[config.mk]
export PLATFORM = sky130hd
export DESIGN_NAME = phy_status_poller
export DESIGN_NICKNAME = d
export VERILOG_FILES = /design/src/rtl/phy_status_poller_pkg.sv /design/src/rtl/phy_status_poller_timer.sv /design/src/rtl/phy_status_poller.sv
export SDC_FILE = /design/constraint.sdc
export NUM_CORES = 1
export LEC_CHECK = 0
export ABC_AREA = 1
export CAP_MARGIN = 25
export CELL_PAD_IN_SITES_DETAIL_PLACEMENT = 0
export CELL_PAD_IN_SITES_GLOBAL_PLACEMENT = 2
export CORE_MARGIN = 2
export CORE_UTILIZATION = 32
export CTS_CLUSTER_DIAMETER = 50
export DETAILED_ROUTE_END_ITERATION = 16
export DONT_BUFFER_PORTS = 1
export PLACE_DENSITY = 0.71
export SKIP_CTS_REPAIR_TIMING = 1
export SYNTH_ARGS = -nofsm -noshare
export SYNTH_HDL_FRONTEND = slang
export SYNTH_SLANG_ARGS = --single-unit
[constraint.sdc]
create_clock -name clk -period 1.9 [get_ports clk]
set_clock_uncertainty 0.05 [all_clocks]
set_input_delay 0.475 -clock clk [delete_from_list [all_inputs] [get_ports clk]]
set_output_delay 0.475 -clock clk [all_outputs]
set_load 0.1 [all_outputs]
[src/rtl/phy_status_poller_pkg.sv]
// Shared state encoding, speed codes and status-register bit positions for the
// MDIO PHY status poller.
package phy_poll_pkg;

  typedef enum logic [1:0] {
    ST_IDLE = 2'd0,
    ST_REQ  = 2'd1,
    ST_NEXT = 2'd2
  } poll_state_t;

  localparam logic [1:0] SPD_10M   = 2'b00;
  localparam logic [1:0] SPD_100M  = 2'b01;
  localparam logic [1:0] SPD_1000M = 2'b10;

  localparam int LINK_BIT = 10;
  localparam int SPD_MSB  = 15;
  localparam int SPD_LSB  = 14;

  // PHY addresses are 5 bits on the wire, so base+channel wraps modulo 32.
  function automatic logic [4:0] phy_addr_of(input logic [4:0] base, input logic [4:0] ch);
    return base + ch;
  endfunction

endpackage

[src/rtl/phy_status_poller_timer.sv]
// Enable-gated interval counter between polling sweeps; raises expire_o in the
// cycle the sweep may start and clears itself on that cycle.
module poll_interval_timer #(
  parameter int unsigned POLL_INTERVAL = 1_000_000
) (
  input  logic clk,
  input  logic rstn,
  input  logic run_i,
  input  logic first_i,
  output logic expire_o
);

  localparam int unsigned CNT_W = (POLL_INTERVAL > 1) ? $clog2(POLL_INTERVAL) : 1;
  localparam logic [CNT_W-1:0] CNT_LAST = CNT_W'(POLL_INTERVAL - 1);

  logic [CNT_W-1:0] count_q;
  logic [CNT_W-1:0] count_d;

  // The very first sweep after reset does not wait out a full interval.
  assign expire_o = run_i && (first_i || (count_q == CNT_LAST));

  always_comb begin
    count_d = count_q;
    if (run_i) begin
      count_d = expire_o ? '0 : count_q + CNT_W'(1);
    end
  end

  always_ff @(posedge clk) begin
    if (!rstn) begin
      count_q <= '0;
    end else begin
      count_q <= count_d;
    end
  end

endmodule

[src/rtl/phy_status_poller.sv]
// Sweeps NUM_CH PHYs over one shared MDIO master and holds decoded link/speed.
// Build option PHY_POLL_MASK_EN adds ch_mask to skip channels without an MDIO cycle.
module phy_status_poller
  import phy_poll_pkg::*;
#(
  parameter int unsigned NUM_CH        = 8,
  parameter logic [4:0]  PHY_ADDR_BASE = 5'd1,
  parameter logic [4:0]  STAT_REG      = 5'h11,
  parameter int unsigned POLL_INTERVAL = 1_000_000,
  parameter int unsigned ACK_TIMEOUT   = 4096
) (
  input  logic                  clk,
  input  logic                  rstn,
  input  logic                  enable,
`ifdef PHY_POLL_MASK_EN
  input  logic [NUM_CH-1:0]     ch_mask,
`endif
  output logic                  mdio_req,
  output logic [4:0]            mdio_phy_addr,
  output logic [4:0]            mdio_reg_addr,
  input  logic                  mdio_ack,
  input  logic [15:0]           mdio_rdata,
  output logic [NUM_CH-1:0]     link,
  output logic [2*NUM_CH-1:0]   speed,
  output logic [NUM_CH-1:0]     timeout,
  output logic                  sweep_done
);

  localparam int unsigned CH_W   = (NUM_CH > 1) ? $clog2(NUM_CH) : 1;
  localparam int unsigned WAIT_W = $clog2(ACK_TIMEOUT);
  localparam logic [CH_W-1:0]   LAST_CH   = CH_W'(NUM_CH - 1);
  localparam logic [WAIT_W-1:0] WAIT_LAST = WAIT_W'(ACK_TIMEOUT - 1);

  poll_state_t         state_q;
  logic [CH_W-1:0]     ch_q;
  logic [WAIT_W-1:0]   wait_q;
  logic                first_q;
  logic                req_q;
  logic                done_q;
  logic [4:0]          phy_addr_q;
  logic [4:0]          reg_addr_q;
  logic [NUM_CH-1:0]   link_q;
  logic [2*NUM_CH-1:0] speed_q;
  logic [NUM_CH-1:0]   timeout_q;

  logic [NUM_CH-1:0]   mask_w;
  logic [CH_W-1:0]     nxt_ch;
  logic [CH_W:0]       sp_cur;
  logic [CH_W:0]       sp_nxt;
  logic                expire;
  logic                launch;
  logic                ack_hit;
  logic                wait_over;
  logic                unused_rdata;

`ifdef PHY_POLL_MASK_EN
  assign mask_w = ch_mask;
`else
  assign mask_w = '0;
`endif

  poll_interval_timer #(
    .POLL_INTERVAL (POLL_INTERVAL)
  ) u_timer (
    .clk      (clk),
    .rstn     (rstn),
    .run_i    ((state_q == ST_IDLE) && enable),
    .first_i  (first_q),
    .expire_o (expire)
  );

  assign ack_hit   = (state_q == ST_REQ) && mdio_ack;
  assign wait_over = (state_q == ST_REQ) && (wait_q == WAIT_LAST);
  // A channel is launched either at sweep start or after a non-final channel.
  assign launch    = expire || ((state_q == ST_NEXT) && (ch_q != LAST_CH));
  assign nxt_ch    = (state_q == ST_NEXT) ? ch_q + CH_W'(1) : '0;
  assign sp_cur    = {ch_q, 1'b0};
  assign sp_nxt    = {nxt_ch, 1'b0};
  assign unused_rdata = ^{mdio_rdata[13:11], mdio_rdata[9:0]};

  always_ff @(posedge clk) begin
    if (!rstn) begin
      state_q    <= ST_IDLE;
      ch_q       <= '0;
      wait_q     <= '0;
      first_q    <= 1'b1;
      req_q      <= 1'b0;
      done_q     <= 1'b0;
      phy_addr_q <= '0;
      reg_addr_q <= '0;
      link_q     <= '0;
      speed_q    <= '0;
      timeout_q  <= '0;
    end else begin
      done_q <= 1'b0;
      case (state_q)
        ST_REQ: begin
          wait_q <= wait_q + WAIT_W'(1);
          // An ack landing on the expiry cycle still counts as a good read.
          if (ack_hit) begin
            link_q[ch_q]         <= mdio_rdata[LINK_BIT];
            speed_q[sp_cur +: 2] <= mdio_rdata[SPD_MSB:SPD_LSB];
            timeout_q[ch_q]      <= 1'b0;
            req_q                <= 1'b0;
            state_q              <= ST_NEXT;
          end else if (wait_over) begin
            link_q[ch_q]         <= 1'b0;
            speed_q[sp_cur +: 2] <= SPD_10M;
            timeout_q[ch_q]      <= 1'b1;
            req_q                <= 1'b0;
            state_q              <= ST_NEXT;
          end
        end
        ST_NEXT: begin
          if (ch_q == LAST_CH) begin
            done_q  <= 1'b1;
            ch_q    <= '0;
            state_q <= ST_IDLE;
          end
        end
        default: begin
        end
      endcase

      if (launch) begin
        first_q <= 1'b0;
        ch_q    <= nxt_ch;
        // Masked channels pass straight through NEXT without touching MDIO.
        if (mask_w[nxt_ch]) begin
          link_q[nxt_ch]       <= 1'b0;
          speed_q[sp_nxt +: 2] <= SPD_10M;
          timeout_q[nxt_ch]    <= 1'b0;
          state_q              <= ST_NEXT;
        end else begin
          state_q    <= ST_REQ;
          req_q      <= 1'b1;
          phy_addr_q <= phy_addr_of(PHY_ADDR_BASE, 5'(nxt_ch));
          reg_addr_q <= STAT_REG;
          wait_q     <= '0;
        end
      end
    end
  end

  assign mdio_req      = req_q;
  assign mdio_phy_addr = phy_addr_q;
  assign mdio_reg_addr = reg_addr_q;
  assign link          = link_q;
  assign speed         = speed_q;
  assign timeout       = timeout_q;
  assign sweep_done    = done_q;

endmodule

# --- After elaboration in Yosys (flattened, before gate mapping) ---
# Memories as Yosys holds them, arrays and structs flattened.
# Cells that the tools add are included.
word_totals:
  output_inout_bits: 44
  memories: 1
  word_cells: 108
  inputBits: 20
  ff_bits: 78
  rom_bits: 8
op_classes:
  n_mux: 47
  shift: 5
  n_eq_ne: 8
  order_cmp: 4
  bitwise: 8
  addsub: 6
  reduce_logical: 17
memory_table:
  columns: ["memory", "depth", "width", "read_ports", "rd_ports_with_merged_regs", "write_ports", "line", "text"]
  rows:
  - ["(name not given)", 8, 1, 1, 0, 0, "phy_status_poller.sv:129", "if (mask_w[nxt_ch]) begin"]
ops:
  columns: ["operator", "n"]
  rows:
  - ["$mux 16", 6]
  - ["$mux 8", 12]
  - ["$bwmux 16", 3]
  - ["$mux 12", 3]
  - ["$and 8x8->8", 4]
  - ["$shift 2x6->16 const A", 2]
  - ["$shiftx 2x6->16 const A", 2]
  - ["$add 20x1->20 const B", 1]
  - ["$eq 20x20->1 const B", 1]
  - ["$mux 20", 1]
  - ["$not 8->8", 2]
  - ["$shiftx 2x6->16", 1]
  - ["$add 12x1->12 const B", 1]
  - ["$eq 12x12->1 const B", 1]
  - ["$mux 3", 4]
  - ["$neg 4->6", 2]
  - ["$mux 2", 5]
  - ["$mux 1", 9]
  - ["$bwmux 8", 1]
  - ["$lt 3x4->1 const B", 2]
  - ["$or 8x8->8", 1]
  - ["$logic_and 1x1->1", 7]
  - ["$demux 1 s3", 2]
  - ["$ge 3x1->1 const B", 2]
  - ["other kinds (16)", 20]

# --- Logic depth before layout (Yosys ltp) ---
# Gate-level depths: netlist (run 1).
logic_depth:
  word_depth: 13
  mapped_depth: 12
  ltp_nobuf: 11

# --- Cells and area by module ---
# A second synthesis (run 1) with hierarchy kept.
hier_totals:
  cells_unflattened: 527
  area_unflattened_um2: 3794.9
by_module_without_submodules:
  columns: ["module", "cells_each", "seq_area_each_um2", "area_each_um2", "n_inst"]
  rows:
  - ["phy_status_poller", 371, 1141.1, 2692.6, 1]
  - ["poll_interval_timer", 156, 400.4, 1102.3, 1]

# --- Worst setup path after synthesis (run 1) ---
# Ideal clock, no wire load.
synth_timing:
  path_type: "register to register"
  startpoint: "register ch_q[0]"
  endpoint: "register speed_q[0], in the netlist speed[0]"
  period_less_slack_ps: 1914
  required_ps: 1718
  setup_ps: 132
  stages_incl_launch_ff: 8
  arrival_ps: 1732
  setup_slack_ps: -14
  path_buffers: 0
  path_cell_list: "dfxtp_1 > inv_2 > ha_1 > ha_1 > nor4_1 > nand2_1 > nand2_1 > a21oi_1"
synth_via:
  elab_chain_cells: 10
  word_cells_on_any_way: 23
  cone_classes: "3 x add/sub; 1 x eq/ne; 5 x shift; 11 x mux; 2 x reduce/logical; 1 x memory"
synth_rtl:
  columns: ["element", "line", "text"]
  rows:
  - ["from (decl)", "phy_status_poller.sv:35", "logic [CH_W-1:0] ch_q;"]
  - ["from (signal assigned)", "phy_status_poller.sv:127", "ch_q <= nxt_ch;"]
  - ["$neg 4->6", "phy_status_poller.sv:102, phy_status_poller.sv:108", null]
  - ["$shiftx 2x6->16 or $shift 2x6->16 (tied branches)", "phy_status_poller.sv:108, phy_status_poller.sv:102", null]
  - ["$bwmux 16", "phy_status_poller.sv:108", "speed_q[sp_cur +: 2] <= SPD_10M;"]
  - ["$mux 16", "phy_status_poller.sv:106", "end else if (wait_over) begin"]
  - ["$mux 16", "phy_status_poller.sv:100", "if (ack_hit) begin"]
  - ["$mux 16", "phy_status_poller.sv:96", "case (state_q)"]
  - ["$mux 16", "phy_status_poller.sv:82", "if (!rstn) begin"]
  - ["$bwmux 16", "phy_status_poller.sv:131", "speed_q[sp_nxt +: 2] <= SPD_10M;"]
  - ["$mux 16", "phy_status_poller.sv:129", null]
  - ["$mux 16 (*)", "phy_status_poller.sv:125", "if (launch) begin"]
  - ["to (signal, indexed assignment)", "phy_status_poller.sv:102", "speed_q[sp_cur +: 2] <= mdio_rdata[SPD_MSB:SPD_LSB];"]
  - ["to (decl)", "phy_status_poller.sv:43", "logic [2*NUM_CH-1:0] speed_q;"]
# Every way passes the cells marked *; elsewhere a longest branch is shown, timed or not. The select of a mux whose other input is x is not followed.
# A chain may end at the register's enable or synchronous reset.

# --- Worst setup path in the final report (run 1) ---
layout_timing:
  startpoint: "register u_timer.count_q[1]"
  endpoint: "register phy_addr_q[0], in the netlist mdio_phy_addr[0]"
layout_via:
  elab_chain_cells: 5
layout_rtl:
  columns: ["element", "line", "text"]
  rows:
  - ["from (decl)", "phy_status_poller_timer.sv:16", "logic [CNT_W-1:0] count_q;"]
  - ["from (signal assigned)", "phy_status_poller_timer.sv:33", "count_q <= count_d;"]
  - ["$eq 20x20->1", "phy_status_poller_timer.sv:20", "assign expire_o = run_i && (first_i || (count_q == CNT_LAST));"]
  - ["$logic_or 1x1->1", "phy_status_poller_timer.sv:20", null]
  - ["$logic_and 1x1->1", "phy_status_poller_timer.sv:20", null]
  - ["$logic_or 1x1->1", "phy_status_poller.sv:75", "assign launch = expire || ((state_q == ST_NEXT) && (ch_q != LAST_CH));"]
  - ["$reduce_and 2->1 (no line)", null, null]
  - ["to (signal assigned)", "phy_status_poller.sv:137", "phy_addr_q <= phy_addr_of(PHY_ADDR_BASE, 5'(nxt_ch));"]
  - ["to (decl)", "phy_status_poller.sv:40", "logic [4:0] phy_addr_q;"]
# Every way passes these cells.

==> results.toml, run 1 <==
[route]
first_iter_violations = 186
detail_route.vias_per_cell = 4.616
drc_errors = 0
dr.pass1.iters = 4
via_count = 3379
postRouteAntennaNets = 0
wl_um = 9017
post_drt_wl_per_cell_um = 12.32

[pwr]
cellPowerDensity_nw_per_um2 = 848.7
p_leak_nw = 1.910
pwr-share-clk = 0.446
switchingPower_w = 0.001066
sw_frac_of_total = 0.2690
seqPwrFrac = 0.420
fin_total_pwr_w = 0.003963
vdd_drop_max_mv = 0.5304
comb_power_share = 0.133
internal-power_w = 0.002897

[clock_network]
numCtsBuffers = 9
clock_path_buffers = 2
htreeDepth = 3
clock_latency_ns = 0.34
cts_tree = "done"
cts-root-buf = "clkbuf_16"
cts.sinks = 77
clkTransAtPathRegs_ns = 0.06

[placement]
gp_congestion = 0.7644
numPortBuffers = 0
placed_cells = 718
place_ws_ns = 0.1253
dp.final_hpwl_um = 6669

[synth]
synth.ff_latch_count = 77
yosysMostFrequentCell = "nand2_1"
netlist_top_cells_area = "dfxtp_1 (41%), nand2_1 (13%), nor2_1 (7.0%), nand3_1 (5.4%), a21oi_1 (5.1%)"
synth_top_area_frac = 0.4120
synthCells = 522
yosysSeqAreaShare = 0.4120
synth_edf_count = 0
synthTopCellsByCount = "nand2_1 (130), dfxtp_1 (77), nor2_1 (70)"
syn_avg_cell_area_um2 = 7.167
yosysTopAreaCell = "dfxtp_1"
synth_flop_cell = "dfxtp_1"
ys_types = 37
async_reset_ff_frac = 0
syn_area_um2 = 3741
ys_warn_count = 0

[global_routing]
grt_usage = 0.1532
grt_pass1_vias = 3341
antenna_found_initial = 0
grt-ovfl-total = 0
grt_first_pass_wirelength_um = 15480
grt_max_degree = 26

[sta]
layout_setup_ws_ns = 0.1438
hold_viol_final = 0
clock.fmax_mhz = 569.4
min_period_ns = 1.756
setup_violations = 0
timing.final.crit_share = 0.9243
fin_tns_setup_ns = 0
drv_slew = 0

[final_layout]
fill_cells = 1229
layoutNonFillerInstCount = 732
area_delta_synth_final_pct = 24.82
diodes = 0
drive_above_1_share = 0.1851
nNetsFinal = 615

[setup_path]
endpoint_kind = "flip-flop"
crit_required_ns = 2.09
crit_start = "u_timer.count_q[1]$_SDFFE_PN0P_"
cp.arrival_ns = 1.94
reg2regPathDepth = 11
path_cells = "ha_2, nand3_1, nor2_1, nand3_1, nand2_1, nand2_2, nand2_2, buf_4, nand2_1, nand2_1, nor2_1"
path_buf_inv = 1
r2r_start = "u_timer.count_q[1]$_SDFFE_PN0P_"
cp_max_fo = 9
worst_setup_path_start_kind = "flip-flop"
r2r_slack_ns = 0.14
critPathKind = "reg -> reg"
critical_path.slowest_cell = "dfxtp_1"
crit_path_frequent_cell = "nand2_1"
worst_path_largest_cell_delay_ns = 0.36
cp_top_family = "simple AND/OR/NAND/NOR gates"
r2r-end = "mdio_phy_addr[0]$_SDFFE_PN0P_"

[die]
row_count = 39
die_w_um = 112.1
core-area_um2 = 11420
die_y_um = 112.1
initial_core_util = 0.3276
ioPinCount = 64
die-area_um2 = 12570

[worst_hold_path]
hp-class = "in -> reg"
holdPathEnd = "first_q$_SDFFE_PN1P_"
hold_depth = 1
hold_start = "rstn"

[job]
maxCapViolCount = 0

[run_status]
status = "finished clean"
## worst max path at each step
stage | end | slack, ns | depth (start not counted)
global route | mdio_phy_addr[0]$_SDFFE_PN0P_ | -0.01 | 11
floorplan | mdio_reg_addr[4] | 0.002 | 1
detailed placement | mdio_req$_SDFFE_PN0P_ | 0.13 | 10
finish | mdio_phy_addr[0]$_SDFFE_PN0P_ | 0.14 | 11
CTS | mdio_req$_SDFFE_PN0P_ | 0.1 | 10
global placement | u_timer.count_q[16]$_SDFFE_PN0P_ | 0.15 | 8
## power groups by stage
stage                     registers [W]  logic, W  clock network (W)
after floorplan                 0.00182  0.000290                  0
after global placement          0.00170  0.000530                  0
after detailed placement        0.00170  0.000531                  0
after CTS                       0.00166  0.000533            0.00182
after global routing            0.00167  0.000567            0.00189
final                           0.00167  0.000528            0.00177
## worst reg2reg max path, delay by kind of cell (launching register included)
kind / cells / cell delay (ns)
and+or+nand+nor: 9 / 0.87
DFF: 1 / 0.36
adders and majority gates: 1 / 0.21
buffers and inverters: 1 / 0.17
## placed cells by master (no fill, tap or decap), types with 3 or more instances in the layout
master	instances
nor2_4	4
nor2_1	68
nand2_1	129
buf_4	64
nand3b_1	3
inv_2	3
nand3_1	40
xor2_1	8
o21ai_0	9
nand4_1	7
buf_12	3
ha_1	7
clkbuf_16	9
dfxtp_1	75
nor3_1	29
inv_1	48
clkbuf_8	3
conb_1	4
nand2_2	4
nor3_2	3
xnor2_1	6
a21oi_1	38
## stage by stage
step | utilization | instance area, um^2 | hold WS, ns
after floorplan | - | 3759 | 0.3970
after global placement | 0.3814 | 4355 | 0.3979
after detailed placement | 0.3814 | 4355 | 0.4011
after CTS | 0.4077 | 4656 | 0.1522
after global routing | 0.4089 | 4669 | 0.1602
final | 0.4089 | 4669 | 0.1709
## layer usage
metal / track usage / vias to the layer above / wire (um)
li1: - / 1794 / -
met1: 0.1940 / 1529 / 4518
met2: 0.2482 / 46 / 4013
met3: 0.04374 / 10 / 340
met4: 0.05854 / 0 / 144
met5: 0 / - / 0
## cell type report
cell class / instances / area, um^2 / area share
multi-input cells: 376 / 1894 / 0.4057
flip-flops and latches: 77 / 1544 / 0.3307
repair buffers: 67 / 540.5 / 0.1158
clock buffers: 13 / 270.3 / 0.05788
inverters: 55 / 211.5 / 0.04528
well taps: 143 / 178.9 / 0.03832
clock inverters: 1 / 30.03 / 0.006431
## kinds of logic (layout without fill, tap and decap cells)
family          after synthesis  in the layout  synth area share
other cells                   1              4          0.001002
fa+ha+maj                     9              9           0.03010
compound gates               50             50           0.06856
simple gates                299            299            0.3659
buf+inv                      72            136           0.08963
xor+xnor                     14             14           0.03278
flops                        77             77            0.4120
No activity file was read; power rests on OpenSTA's default activity.
==> inputs of run 2 (changes only) <==
SETUP_SLACK_MARGIN = 0.4   (was default)
==> results.toml, run 2 (synthesis gave the netlist of run 1 again) <==
[die]
die_w_um = 112.1
die_y_um = 112.1
row_count = 39
core-area_um2 = 11420
die-area_um2 = 12570
ioPinCount = 64
initial_core_util = 0.3276

[sta]
setup_violations = 0
clock.fmax_mhz = 596.3
rsz0062_at_grt = "true"
slew_headroom = 0.6223
worst_pin_slew_ns = 0.5666
drv_slew = 0
timing.final.crit_share = 0.8827
fin_hold_ws_ns = 0.1797
fin_tns_setup_ns = 0
min_period_ns = 1.677
hold_viol_final = 0

[setup_path]
worst_path_largest_cell_delay_ns = 0.36
cp_max_fo = 6
worst_setup_path_start_kind = "flip-flop"
critPathKind = "reg -> reg"
path_buf_inv = 1
endpoint_kind = "flip-flop"
path_cells = "nand2_2, nor3_4, nand4_1, nand2_4, clkbuf_16, nand2_4, nand2_2, a21oi_1"
r2r_slack_ns = 0.22
cp_top_family = "simple AND/OR/NAND/NOR gates"
critical_path.slowest_cell = "dfxtp_4"
cp.arrival_ns = 1.85
crit_required_ns = 2.07

[route]
detail_route.vias_per_cell = 4.640
postRouteAntennaNets = 0
drc_errors = 0
wl_um = 10050
post_drt_wl_per_cell_um = 13.21
first_iter_violations = 151
via_count = 3531
dr.pass1.iters = 4

[pwr]
vdd_drop_max_mv = 0.7150
p_leak_nw = 2.264
pwr-share-clk = 0.405
switchingPower_w = 0.001174
seqPwrFrac = 0.440
internal-power_w = 0.002727
cellPowerDensity_nw_per_um2 = 710.0
comb_power_share = 0.155
fin_total_pwr_w = 0.003901
sw_frac_of_total = 0.3009

[run_status]
status = "finished clean"

[clock_network]
clkTransAtPathRegs_ns = 0.06
numCtsBuffers = 9
cts.sinks = 77
clock_latency_ns = 0.34
htreeDepth = 3
clock_path_buffers = 2
cts_tree = "done"
cts-root-buf = "clkbuf_16"

[final_layout]
layout_commonest_cell = "nand2_1"
multi_input_area_um2 = 2327
drive_above_1_share = 0.3835
regArea_um2 = 1595
nNetsFinal = 642
fill_cells = 1183
postLayoutCoreUtil = 0.4812
area_delta_synth_final_pct = 46.86
diodes = 0
most-common-layout-cells = "nand2_1 (105), dfxtp_1 (58), buf_4 (56)"

[placement]
dp.final_hpwl_um = 6630
numPortBuffers = 0
gp_congestion = 0.7418

[global_routing]
grt_usage = 0.1522
grt_first_pass_wirelength_um = 15350
grt_pass1_vias = 3221
antenna_found_initial = 0
grt_max_degree = 27
grt-ovfl-total = 0

[job]
maxCapViolCount = 0

[worst_hold_path]
hp-class = "in -> reg"
-- run 2: final cells by class --
type / count / share of cell area
Tap cell: 143 / 0.03257
Clock buffer: 9 / 0.04099
Multi-Input combinational cell: 377 / 0.4236
Timing Repair inverter: 1 / 0.001139
Timing Repair Buffer: 92 / 0.1592
Sequential cell: 77 / 0.2904
Clock inverter: 7 / 0.007288
Inverter: 55 / 0.04486
-- run 2: through the flow --
step / cells / worst slack (ns) / cell area, um^2
2_1_floorplan: 525 / 0.3903 / 3871
3_3_place_gp: 703 / 0.1384 / 4327
3_5_place_dp: 703 / 0.1144 / 4327
4_1_cts: 719 / 0.09599 / 4592
5_1_grt: 761 / 0.1244 / 5494
6_report: 761 / 0.2229 / 5494
-- run 2: path summary, 6_finish.rpt --
path                                         endpoint  cells past startpoint              startpoint
worst max-delay path             link[5]$_SDFFE_PN0P_                      8  wait_q[4]$_SDFFE_PP0N_
worst min-delay path             first_q$_SDFFE_PN1P_                      1                    rstn
worst max register to register   link[5]$_SDFFE_PN0P_                      8  wait_q[4]$_SDFFE_PP0N_
worst min register to register  mdio_req$_SDFFE_PN0P_                      2   mdio_req$_SDFFE_PN0P_
-- run 2: power groups by stage --
stage          Combinational (W)  Sequential, W  Clock [W]
2_1_floorplan           0.000298        0.00182          0
3_3_place_gp            0.000433        0.00175          0
3_5_place_dp            0.000435        0.00175          0
4_1_cts                 0.000437        0.00172    0.00164
5_1_grt                 0.000646        0.00172    0.00169
6_report                0.000604        0.00172    0.00158
-- run 2: metal layers --
layer / wire [um] / vias up / share of wire / track usage
met5: 0 / - / 0 / 0
met4: 174 / 0 / 0.017 / 0.05447
met3: 399 / 13 / 0.040 / 0.04590
met2: 4691 / 49 / 0.47 / 0.2442
met1: 4788 / 1617 / 0.48 / 0.1946
li1: - / 1852 / - / -
==> inputs of run 3 (changes only) <==
CELL_PAD_IN_SITES_GLOBAL_PLACEMENT = 1   (was 2)
CORE_UTILIZATION = 40   (was 32)
PLACE_DENSITY = 0.7   (was 0.71)
==> results.toml, run 3 (synthesis gave the netlist of run 1 again) <==
[die]
initial_core_util = 0.4087
ioPinCount = 64
row_count = 35
die_y_um = 100.7
core-area_um2 = 9153
die_w_um = 100.7
die-area_um2 = 10140

[sta]
worst_pin_slew_ns = 0.5669
drv_slew = 0
fin_tns_setup_ns = 0
min_period_ns = 1.629
timing.final.crit_share = 0.8573
setup_violations = 0
hold_viol_final = 0
rsz0062_at_grt = "true"
slew_headroom = 0.6221
clock.fmax_mhz = 614.0

[pwr]
vdd_drop_max_mv = 0.3544
p_leak_nw = 2.157
cellPowerDensity_nw_per_um2 = 653.4

[setup_path]
cp.arrival_ns = 1.86
r2r_start = "ch_q[1]$_SDFFE_PN0P_"
worst_setup_path_start_kind = "flip-flop"
crit_required_ns = 2.13
critPathKind = "reg -> reg"
r2r-end = "wait_q[0]$_SDFFE_PP0N_"
worst_path_largest_cell_delay_ns = 0.41
cp_top_family = "simple AND/OR/NAND/NOR gates"
critical_path.slowest_cell = "dfxtp_4"
path_buf_inv = 4
path_cells = "buf_4, ha_1, ha_1, inv_2, nand2_4, nand2_4, nor2_4, buf_6, inv_6, nor2_1"
r2r_slack_ns = 0.27
endpoint_kind = "flip-flop"
cp_max_fo = 6
reg2regPathDepth = 10

[final_layout]
fill_cells = 855
area_delta_synth_final_pct = 43.58
diodes = 0
layout_commonest_cell = "nand2_1"
most-common-layout-cells = "nand2_1 (117), dfxtp_1 (52), nor2_1 (50)"
nNetsFinal = 640
drive_above_1_share = 0.3653
design_area_um2 = 5371

[route]
postRouteAntennaNets = 0
dr.pass1.iters = 4
detail_route.vias_per_cell = 4.898
wl_um = 9248
post_drt_wl_per_cell_um = 12.72
via_count = 3561
first_iter_violations = 98
drc_errors = 0

[worst_hold_path]
hp-class = "in -> reg"
hold_start = "rstn"
hold_depth = 1
holdPathEnd = "first_q$_SDFFE_PN1P_"

[global_routing]
grt_max_degree = 26
antenna_found_initial = 0
grt-ovfl-total = 0
grt_first_pass_wirelength_um = 14230
grt_pass1_vias = 3069
grt_usage = 0.1756

[run_status]
status = "finished clean"

[job]
maxCapViolCount = 0

[clock_network]
cts.sinks = 77
numCtsBuffers = 9
cts_tree = "done"
cts-root-buf = "clkbuf_8"
clkTransAtPathRegs_ns = 0.08
clock_latency_ns = 0.35
clock_path_buffers = 2
htreeDepth = 3

[placement]
numPortBuffers = 0
dp.final_hpwl_um = 6044
placed_area_um2 = 4257
gp_congestion = 0.7814
[run 3: cell count changes in the layout (fill, tap and decap cells not counted), sizes merged]
cell      previous run  this run
clkinvlp             1         3
inv                 56        52
clkbuf              11        14
clkinv               6         4
nand2              135       136
buf                 90        88
[run 3: layer usage]
layer  global-route usage  vias to the layer above  wire (um)
li1                     -                     1842          -
met1               0.2349                     1654       4295
met2               0.2774                       55       4472
met3              0.04438                       10        368
met4              0.05690                        0        112
met5                    0                        -          0
[run 3: report_power, final]
group	total (W)	switching [W]	internal [W]
logic	0.000594	0.000385	0.000208
clock network	0.00119	0.000607	0.000588
registers	0.00172	0.0000842	0.00164
total	0.00351	0.00108	0.00243
[run 3: layout make-up]
cell class,count,area (um^2),share of cell area
Sequential cell,77,1595,0.2970
Clock inverter,3,17.52,0.003261
Tap cell,111,138.9,0.02586
Timing Repair Buffer,89,897.1,0.1670
Multi-Input combinational cell,378,2302,0.4286
Clock buffer,13,170.2,0.03168
Inverter,55,241.5,0.04496
Timing Repair inverter,1,8.758,0.001631
[run 3: worst max-delay path by stage]
stage | start | to | depth (start not counted)
finish | ch_q[1]$_SDFFE_PN0P_ | wait_q[0]$_SDFFE_PP0N_ | 10
detailed placement | u_timer.count_q[0]$_SDFFE_PN0P_ | wait_q[11]$_SDFFE_PP0N_ | 10
global placement | u_timer.count_q[1]$_SDFFE_PN0P_ | u_timer.count_q[15]$_SDFFE_PN0P_ | 8
floorplan | ch_q[0]$_SDFFE_PN0P_ | speed[8]$_SDFFE_PN0P_ | 8
global route | ch_q[0]$_SDFFE_PN0P_ | speed[6]$_SDFFE_PN0P_ | 8
CTS | u_timer.count_q[1]$_SDFFE_PN0P_ | u_timer.count_q[15]$_SDFFE_PN0P_ | 8
[run 3: per-stage QoR]
step                      setup WS, ns    util  hold slack [ns]  cells  power, W
after CTS                       0.1231  0.4856           0.1494    683  0.003372
after floorplan                 0.3903       -           0.3970    525  0.002116
after global routing            0.1551  0.5869           0.1363    727  0.003662
final                           0.2712  0.5869           0.1682    727  0.003509
after detailed placement        0.1491  0.4651           0.4071    667  0.002177
after global placement          0.1623  0.4651           0.3988    667  0.002174
[run 3: worst register-to-register path: stages, from the launching register on]
cell,delay (ns)
dfxtp_4,0.41
buf_4,0.13
ha_1,0.15
ha_1,0.16
inv_2,0.05
nand2_4,0.10
nand2_4,0.07
nor2_4,0.19
buf_6,0.14
inv_6,0.04
nor2_1,0.07
